===== src/rtl/systolic_pkg.sv =====
// Shared types and defaults for the systolic array result streamer.
package systolic_pkg;

  typedef enum logic [1:0] {
    ST_IDLE  = 2'd0,
    ST_BEAT0 = 2'd1,
    ST_BEAT1 = 2'd2
  } st_e;

  localparam int unsigned WIDTH_DEF = 16;
  localparam int unsigned ROWS_DEF  = 4;
  localparam int unsigned DEPTH_DEF = 8;
  localparam int unsigned ROW_W     = 4 * WIDTH_DEF;

  // Packed row width {y3,y2,y1,y0} for a given element width.
  function automatic int unsigned row_w(input int unsigned w);
    return 4 * w;
  endfunction

endpackage


===== src/rtl/systolic_row_fifo.sv =====
// Row FIFO: power-of-two deep, exposes head and the entry behind it so the
// reader can chain rows without a bubble.
module systolic_row_fifo
  import systolic_pkg::*;
#(
  parameter  int unsigned W     = ROW_W,
  parameter  int unsigned DEPTH = DEPTH_DEF,
  localparam int unsigned AW    = $clog2(DEPTH),
  localparam int unsigned CW    = AW + 1
) (
  input  logic          clk,
  input  logic          rst_n,
  input  logic          clr_i,
  input  logic          push_i,
  input  logic          pop_i,
  input  logic [W-1:0]  wdata_i,
  output logic [W-1:0]  head_o,
  output logic [W-1:0]  next_o,
  output logic [CW-1:0] count_o,
  output logic [CW-1:0] count_nxt_o,
  output logic          full_o,
  output logic          empty_o
);

  logic [W-1:0]  mem_q [DEPTH];
  logic [AW-1:0] wr_ptr_q, wr_ptr_d;
  logic [AW-1:0] rd_ptr_q, rd_ptr_d;
  logic [AW-1:0] rd_nxt;
  logic [CW-1:0] count_q, count_d;
  logic          push_ok, pop_ok;

  assign full_o  = (count_q == CW'(DEPTH));
  assign empty_o = (count_q == '0);
  assign pop_ok  = pop_i && !empty_o;
  // A full FIFO still accepts a row when the head leaves in the same cycle.
  assign push_ok = push_i && (!full_o || pop_ok) && !clr_i;
  assign rd_nxt  = rd_ptr_q + AW'(1);

  assign head_o      = mem_q[rd_ptr_q];
  assign next_o      = mem_q[rd_nxt];
  assign count_o     = count_q;
  assign count_nxt_o = count_d;

  always_comb begin
    wr_ptr_d = wr_ptr_q;
    rd_ptr_d = rd_ptr_q;
    count_d  = count_q;
    if (clr_i) begin
      wr_ptr_d = '0;
      rd_ptr_d = '0;
      count_d  = '0;
    end else begin
      if (push_ok) wr_ptr_d = wr_ptr_q + AW'(1);
      if (pop_ok)  rd_ptr_d = rd_nxt;
      case ({push_ok, pop_ok})
        2'b10:   count_d = count_q + CW'(1);
        2'b01:   count_d = count_q - CW'(1);
        default: count_d = count_q;
      endcase
    end
  end

  always_ff @(posedge clk or negedge rst_n) begin
    if (!rst_n) begin
      wr_ptr_q <= '0;
      rd_ptr_q <= '0;
      count_q  <= '0;
    end else begin
      wr_ptr_q <= wr_ptr_d;
      rd_ptr_q <= rd_ptr_d;
      count_q  <= count_d;
    end
  end

  always_ff @(posedge clk) begin
    if (push_ok) mem_q[wr_ptr_q] <= wdata_i;
  end

endmodule


===== src/rtl/systolic_out_stream.sv =====
// Captures systolic result rows and serializes them as 2-element AXIS beats.
// Optional stall counter: define SYSTOLIC_OUT_STALL_CNT_EN.
module systolic_out_stream
  import systolic_pkg::*;
#(
  parameter int unsigned WIDTH = WIDTH_DEF,
  parameter int unsigned ROWS  = ROWS_DEF,
  parameter int unsigned DEPTH = DEPTH_DEF
) (
  input  logic               clk,
  input  logic               rst_n,
  input  logic               clr,
  input  logic [WIDTH-1:0]   y0,
  input  logic [WIDTH-1:0]   y1,
  input  logic [WIDTH-1:0]   y2,
  input  logic [WIDTH-1:0]   y3,
  input  logic               out_valid,
  output logic               arr_en,
  output logic [2*WIDTH-1:0] m_axis_tdata,
  output logic               m_axis_tvalid,
  input  logic               m_axis_tready,
  output logic               m_axis_tlast,
  output logic               overflow,
  output logic [31:0]        stall_cnt
);

  localparam int unsigned RW  = row_w(WIDTH);
  localparam int unsigned BW  = 2 * WIDTH;
  localparam int unsigned CW  = $clog2(DEPTH) + 1;
  localparam int unsigned RCW = (ROWS > 1) ? $clog2(ROWS) : 1;

  st_e            state_q, state_d;
  logic [BW-1:0]  tdata_q;
  logic           tvalid_q, tlast_q, overflow_q, arr_en_q;
  logic [RCW-1:0] row_cnt_q;

  logic [RW-1:0]  fifo_head, fifo_next;
  logic [CW-1:0]  fifo_cnt, fifo_cnt_nxt;
  logic           fifo_full, fifo_empty;

  logic hs_c, more_c, last_row_c, push_c, drop_c;
  logic pop_c, load_lo_c, load_hi_c, load_nxt_c, go_idle_c, row_inc_c;

  assign hs_c       = tvalid_q && m_axis_tready;
  // The head row stays queued until its second beat is accepted.
  assign more_c     = (fifo_cnt >= CW'(2));
  assign last_row_c = (row_cnt_q == RCW'(ROWS - 1));
  assign push_c     = out_valid && !clr && (!fifo_full || pop_c);
  assign drop_c     = out_valid && !clr && fifo_full && !pop_c;

  systolic_row_fifo #(.W(RW), .DEPTH(DEPTH)) u_fifo (
    .clk         (clk),
    .rst_n       (rst_n),
    .clr_i       (clr),
    .push_i      (push_c),
    .pop_i       (pop_c),
    .wdata_i     ({y3, y2, y1, y0}),
    .head_o      (fifo_head),
    .next_o      (fifo_next),
    .count_o     (fifo_cnt),
    .count_nxt_o (fifo_cnt_nxt),
    .full_o      (fifo_full),
    .empty_o     (fifo_empty)
  );

  always_ff @(posedge clk or negedge rst_n) begin
    if (!rst_n) state_q <= ST_IDLE;
    else        state_q <= state_d;
  end

  always_comb begin
    state_d = state_q;
    if (clr) begin
      state_d = ST_IDLE;
    end else begin
      case (state_q)
        ST_IDLE:  if (!fifo_empty) state_d = ST_BEAT0;
        ST_BEAT0: if (hs_c)        state_d = ST_BEAT1;
        ST_BEAT1: if (hs_c)        state_d = more_c ? ST_BEAT0 : ST_IDLE;
        default:                   state_d = ST_IDLE;
      endcase
    end
  end

  always_comb begin
    pop_c      = 1'b0;
    load_lo_c  = 1'b0;
    load_hi_c  = 1'b0;
    load_nxt_c = 1'b0;
    go_idle_c  = 1'b0;
    row_inc_c  = 1'b0;
    if (!clr) begin
      case (state_q)
        ST_IDLE:  load_lo_c = !fifo_empty;
        ST_BEAT0: load_hi_c = hs_c;
        ST_BEAT1: begin
          pop_c      = hs_c;
          row_inc_c  = hs_c;
          load_nxt_c = hs_c && more_c;
          go_idle_c  = hs_c && !more_c;
        end
        default: ;
      endcase
    end
  end

  // Output register, row counter, overflow and array throttle.
  always_ff @(posedge clk or negedge rst_n) begin
    if (!rst_n) begin
      tdata_q    <= '0;
      tvalid_q   <= 1'b0;
      tlast_q    <= 1'b0;
      row_cnt_q  <= '0;
      overflow_q <= 1'b0;
      arr_en_q   <= 1'b1;
    end else begin
      arr_en_q <= (fifo_cnt_nxt < CW'(DEPTH - 2));
      if (clr) begin
        tvalid_q   <= 1'b0;
        tlast_q    <= 1'b0;
        row_cnt_q  <= '0;
        overflow_q <= 1'b0;
      end else begin
        if (drop_c) overflow_q <= 1'b1;
        if (row_inc_c) row_cnt_q <= last_row_c ? '0 : row_cnt_q + RCW'(1);
        if (load_lo_c) begin
          tdata_q  <= fifo_head[BW-1:0];
          tvalid_q <= 1'b1;
          tlast_q  <= 1'b0;
        end
        if (load_hi_c) begin
          tdata_q <= fifo_head[RW-1:BW];
          tlast_q <= last_row_c;
        end
        if (load_nxt_c) begin
          tdata_q <= fifo_next[BW-1:0];
          tlast_q <= 1'b0;
        end
        if (go_idle_c) begin
          tvalid_q <= 1'b0;
          tlast_q  <= 1'b0;
        end
      end
    end
  end

`ifdef SYSTOLIC_OUT_STALL_CNT_EN
  logic [31:0] stall_q, stall_d;

  always_comb begin
    stall_d = stall_q;
    if (clr)                                          stall_d = '0;
    else if (tvalid_q && !m_axis_tready && stall_q != '1) stall_d = stall_q + 32'd1;
  end

  always_ff @(posedge clk or negedge rst_n) begin
    if (!rst_n) stall_q <= '0;
    else        stall_q <= stall_d;
  end

  assign stall_cnt = stall_q;
`else
  assign stall_cnt = '0;
`endif

  assign m_axis_tdata  = tdata_q;
  assign m_axis_tvalid = tvalid_q;
  assign m_axis_tlast  = tlast_q;
  assign overflow      = overflow_q;
  assign arr_en        = arr_en_q;

endmodule


===== config.mk =====
export PLATFORM = sky130hd
export DESIGN_NAME = systolic_out_stream
export DESIGN_NICKNAME = d
export VERILOG_FILES = /design/src/rtl/systolic_pkg.sv /design/src/rtl/systolic_row_fifo.sv /design/src/rtl/systolic_out_stream.sv
export SDC_FILE = /design/constraint.sdc
export NUM_CORES = 1
export LEC_CHECK = 0
export ABC_AREA = 1
export CORE_AREA = 2 2 336 338
export DETAILED_ROUTE_END_ITERATION = 16
export DIE_AREA = 0 0 338 340
export GPL_TIMING_DRIVEN = 0
export HOLD_SLACK_MARGIN = 0.15
export PLACE_DENSITY = 0.39
export SLEW_MARGIN = 20
export SYNTH_ARGS = -nofsm -noshare
export SYNTH_HDL_FRONTEND = slang
export SYNTH_HIERARCHICAL = 1
export SYNTH_SLANG_ARGS = --single-unit

===== constraint.sdc =====
create_clock -name clk -period 12 [get_ports clk]
set_clock_uncertainty 0.05 [all_clocks]
set_input_delay 3.6 -clock clk [delete_from_list [all_inputs] [get_ports clk]]
set_output_delay 3.6 -clock clk [all_outputs]
set_load 0.02 [all_outputs]

# Yosys cells after proc, flatten, opt, wreduce, memory -nomap -nowiden
# Memories as Yosys holds them, arrays and structs flattened.
# Cells that the tools add are included.
# W data, S select, Z words.
# totals
regBits	50
ram_bits	512
input_bits	69
n_memories	1
# memory_table
memory	words	width	read_ports	rd_clocked_by_memory_dff	wr	line	source
u_fifo.mem_q	8	64	2	0	1	systolic_row_fifo.sv:25	logic [W-1:0] mem_q [DEPTH];
# classes
addsub	5
n_lt_le_gt_ge	2
n_reduce_logical	28
eq_ne	9
mux	40
n_bitwise	1
# op_table
operator	count
$mux W32	3
$mux W1	23
$mux W2	7
$mux W3	4
$logic_and A1 B1 Y1	10
$ne A3 B3 Y1 const B	3
$pmux W4 S2	1
$reduce_bool A2 Y1	4
$add A3 B1 Y3 const B	2
$eq A2 B2 Y1 const B	3
$pmux W2 S3	1
$reduce_bool A3 Y1	2
$logic_not A1 Y1	5
$reduce_bool A5 Y1	1
$add A4 B1 Y4 const B	1
$eq A2 B1 Y1 const B	2
$eq A4 B4 Y1 const B	1
$ge A4 B2 Y1 const B	1
$logic_not A4 Y1	1
$lt A4 B3 Y1 const B	1
$mux W4	1
$sub A4 B1 Y4 const B	1
$reduce_and A3 Y1	1
$add A2 B1 Y2 const B	1
other kinds (4)	5

# Logic depth before layout (Yosys ltp)
# depth
ltp_word	11
ltp_mapped	18
ltp_nobuf	18

# Hierarchy
# The synthesis kept the hierarchy.
# modules_own_cells
mod	area_per_inst_um2	cells_each	seq_area_each_um2	n_inst
systolic_row_fifo	26904.6	2729	15625.0	1
systolic_out_stream	2955.3	402	1002.2	1

# Worst setup path before layout
# OpenSTA, ideal clock, no wires.
# synth_path
kind	input-to-reg
startpoint	in m_axis_tready
endpoint	mem u_fifo/mem_q[0][0] (netlist bit) (enable)
setup_time_ns	0.487
n_path_buf	0
t_required_ns	11.463
arrival_time_ns	7.122
setup_slack_ns	4.342
stages	6
cell_sequence	nand2_2 nor2_4 nand2_1 a21oi_1 nand3_1 nor2_1
# synth_via
elab_chain_cells	9
elab_cells_between_ends	11
cone_classes	mux (4); reduce/logical (7)
# synth_rtl
item	line	source
from (decl)	systolic_out_stream.sv:21	input logic m_axis_tready,
$logic_and A1 B1 Y1	systolic_out_stream.sv:44	assign hs_c = tvalid_q && m_axis_tready;
$mux W1	systolic_out_stream.sv:93	case (state_q)
$mux W1	systolic_out_stream.sv:92	if (!clr) begin
$logic_or A1 B1 Y1	systolic_out_stream.sv:48	assign push_c = out_valid && !clr && (!fifo_full || pop_c);
$logic_and A1 B1 Y1	systolic_out_stream.sv:48	
via push_c	systolic_out_stream.sv:41	logic hs_c, more_c, last_row_c, push_c, drop_c;
$logic_and A1 B1 Y1 (2 in a row)	systolic_row_fifo.sv:36	assign push_ok = push_i && (!full_o || pop_ok) && !clr_i;
$mux W1	systolic_row_fifo.sv:76	if (push_ok) mem_q[wr_ptr_q] <= wdata_i;
$mux W1 (implied by the code)	systolic_row_fifo.sv:76	
to (decl)	systolic_row_fifo.sv:25	
# The timed path passes the listed nets, and every way through them passes these cells.

# Worst setup path after layout
# layout_path
startpoint	in clr
endpoint	reg arr_en_q (netlist: arr_en)
# layout_via
elab_chain_cells	9
elab_cells_between_ends	14
cone_classes	order compare (1); eq/ne (2); mux (3); reduce/logical (8)
# layout_rtl
item	line	source
from (decl)	systolic_out_stream.sv:12	input logic clr,
$mux W1 (*)	systolic_out_stream.sv:92	
via pop_c	systolic_out_stream.sv:42	logic pop_c, load_lo_c, load_hi_c, load_nxt_c, go_idle_c, row_inc_c;
$logic_or A1 B1 Y1 / $logic_and A1 B1 Y1 (equally long branches)	systolic_out_stream.sv:48, systolic_row_fifo.sv:34	
$logic_and A1 B1 Y1 / $logic_or A1 B1 Y1 (equally long branches)	systolic_out_stream.sv:48, systolic_row_fifo.sv:36	
$logic_and A1 B1 Y1 (2 in a row)	systolic_row_fifo.sv:36	
$eq A2 B1 Y1 / $eq A2 B2 Y1 (equally long branches)	systolic_row_fifo.sv:55	case ({push_ok, pop_ok})
$pmux W4 S2 (*)	systolic_row_fifo.sv:55	
$mux W4 (*)	systolic_row_fifo.sv:48	if (clr_i) begin
via fifo_cnt_nxt[3]	systolic_out_stream.sv:38	logic [CW-1:0] fifo_cnt, fifo_cnt_nxt;
$lt A4 B3 Y1 (*)	systolic_out_stream.sv:117	arr_en_q <= (fifo_cnt_nxt < CW'(DEPTH - 2));
to (signal assigned)	systolic_out_stream.sv:117	
to (decl)	systolic_out_stream.sv:34	logic tvalid_q, tlast_q, overflow_q, arr_en_q;
# Mark *: on every way through the listed nets, which the timed path passes. The rest lies on a longest branch.
# A chain may end at the register's enable or synchronous reset.

==> results.ini <==
[run_status]
outcome = completed

[layout]
nets = 2994
synthToLayoutAreaGrowth_pct = 21.60
final.fill_count = 11530
drive_above_1_share_pct = 15.01

[synthesis]
synth_warnings = 6
syn_area_per_cell_sq_um = 10.21
syn_area_sq_um = 27370
syn_inst = 2682

[sta]
hold_viol = 0
maxSlewViolCount = 0
worst_pin_slew_ns = 0.9600
max_freq_mhz = 146.0
post-route-min-period_ns = 6.850
period_share_pct = 57.09
fin_tns_setup_ns = 0
holdWs_ns = 0.4370
setup_viol = 0
rsz0062_at_grt = false
setup_ws_ns = 5.150
slew_headroom_pct = 36.00

[grt]
grt_max_degree = 36
grt_use_total_pct = 17.04
overflow = 0
grt_pass1_wl_um = 142700
antenna_found_initial = 4
first_global_vias = 20550

[routing]
avgRoutedWirePerCell_um = 21.97
wirelength_um = 98290
drt-pass1-iter-count = 5
drc_errors = 0
viasPerCell = 4.576
dr_total_vias = 20470
antenna_left = 0
drt_iter0_drc = 1909

[setup_path]
critPathMaxFanout = 8
crit_required_ns = 12.52
worstSetupPathType = in2reg
cp.arrival_ns = 7.37
end_kind = flip-flop
cp-start-kind = primary input

[place]
hpwlAfterDp_um = 70540
gp_congestion = 0.8643
placement.io_buffers = 104
pre_cts_slack_ns = 4.477

[floorplanning]
die_x_um = 338
initial_core_util_pct = 24.53
die_area_sq_um = 114900
pin_count = 137
core.rowCount = 123
core_sq_um = 111600
fp.dieH_um = 340

[cts]
cts_sinks = 562
cts_max_level = 3
clkLatencyLatePin_ns = 0.64
cts.clk_slew.worst_paths_ns = 0.06
post_cts_buffers = 0
ctsResizeCount = 0
numCtsBuffers = 71
cts_root_buffer = clkbuf_16
cts_tree = built
cts_max_path_buffers = 3
cts_hold_buf = 0

[power]
vdd_drop_max_uv = 78.47
power.leakage_nw = 13.37
power.total_mw = 4.781
p_per_area_nw_per_um2 = 143.7

[flow_run]
maxCapViolCount = 0

[worst_hold_path]
worstHoldPathType = reg2reg

==> through the flow <==
stage,util [%],std cells,area (sq um)
final,29.83,4474,33280
after floorplan,-,2713,27490
after global placement,27.25,4317,30410
after CTS,29.83,4472,33280
after detailed placement,27.83,4345,31050
after global routing,29.83,4472,33280
==> critical path: stages <==
cell and delay (ns):
clkdlybuf4s50_1 0.66, inv_2 0.33, nand2_1 0.25, inv_1 0.19, inv_1 0.12, nand4_1 0.21
nand3_1 0.45, ha_1 0.48, ha_1 0.33, or2_2 0.30, nand3_1 0.11, nand3_1 0.09
nand2_1 0.06, inv_1 0.05, a21oi_1 0.12
==> cell usage in the layout (no fill, tap or decap), types with 24 or more instances in the layout <==
cell type and count:
edfxtp_1 512, buf_4 36, o211ai_1 160, nand3_1 112
o211ai_2 97, clkbuf_16 71, conb_1 32, o21ai_0 110
o21ai_1 27, buf_6 34, nand2_1 863, clkdlybuf4s50_1 103
a21oi_1 135, clkbuf_1 69, nand3_2 32, dfrtp_1 49
buf_12 24, buf_2 96, inv_1 304
==> sequential cells by signal, summed over array words and instances, names as in the netlist <==
signal,count
u_fifo/count_o,4
arr_en,1
m_axis_tvalid,1
overflow,1
m_axis_tlast,1
state_q,2
u_fifo/rd_ptr_q,3
m_axis_tdata,32
u_fifo/mem_q,512
u_fifo/wr_ptr_q,3
row_cnt_q,2
==> power breakdown <==
group,switching [mW],internal (mW)
clock,0.859,1.21
combinational,0.247,0.190
sequential,0.0686,2.21
==> area by class of cell <==
type | count | area, sq um | area share [%]
antenna | 2 | 5.005 | 0.01504
buffer | 223 | 1344 | 4.037
clock buffer | 95 | 1907 | 5.729
clock inverter | 32 | 319.1 | 0.9586
inverter | 313 | 1177 | 3.537
multi-input combinational | 1615 | 8399 | 25.23
sequential | 562 | 16630 | 49.95
tap | 1500 | 1877 | 5.639
timing repair buffer | 132 | 1629 | 4.894
==> path summary, 6_finish.rpt <==
check / slack (ns) / from / cells past startpoint / to
max: 5.15 / clr / 15 / arr_en$_DFF_PN1_
max reg2reg: 8.21 / m_axis_tvalid$_DFFE_PN0P_ / 15 / arr_en$_DFF_PN1_
max in group asynchronous: 8.57 / rst_n / 2 / m_axis_tdata[10]$_DFFE_PN0P_
min reg2reg: 0.44 / overflow$_DFFE_PN0P_ / 2 / overflow$_DFFE_PN0P_
min in group asynchronous: 2.78 / rst_n / 1 / u_fifo/wr_ptr_q[2]$_DFFE_PN0P_
min: 0.44 / overflow$_DFFE_PN0P_ / 2 / overflow$_DFFE_PN0P_
==> layer usage <==
metal	global-route usage [%]	vias to the layer above	routed length [um]
met3	3.059	149	5101
li1	-	9532	-
met2	28.26	646	46780
met5	0	-	36
met4	4.815	6	2754
met1	22.67	10140	43620
No activity file was read; power rests on OpenSTA's default activity.
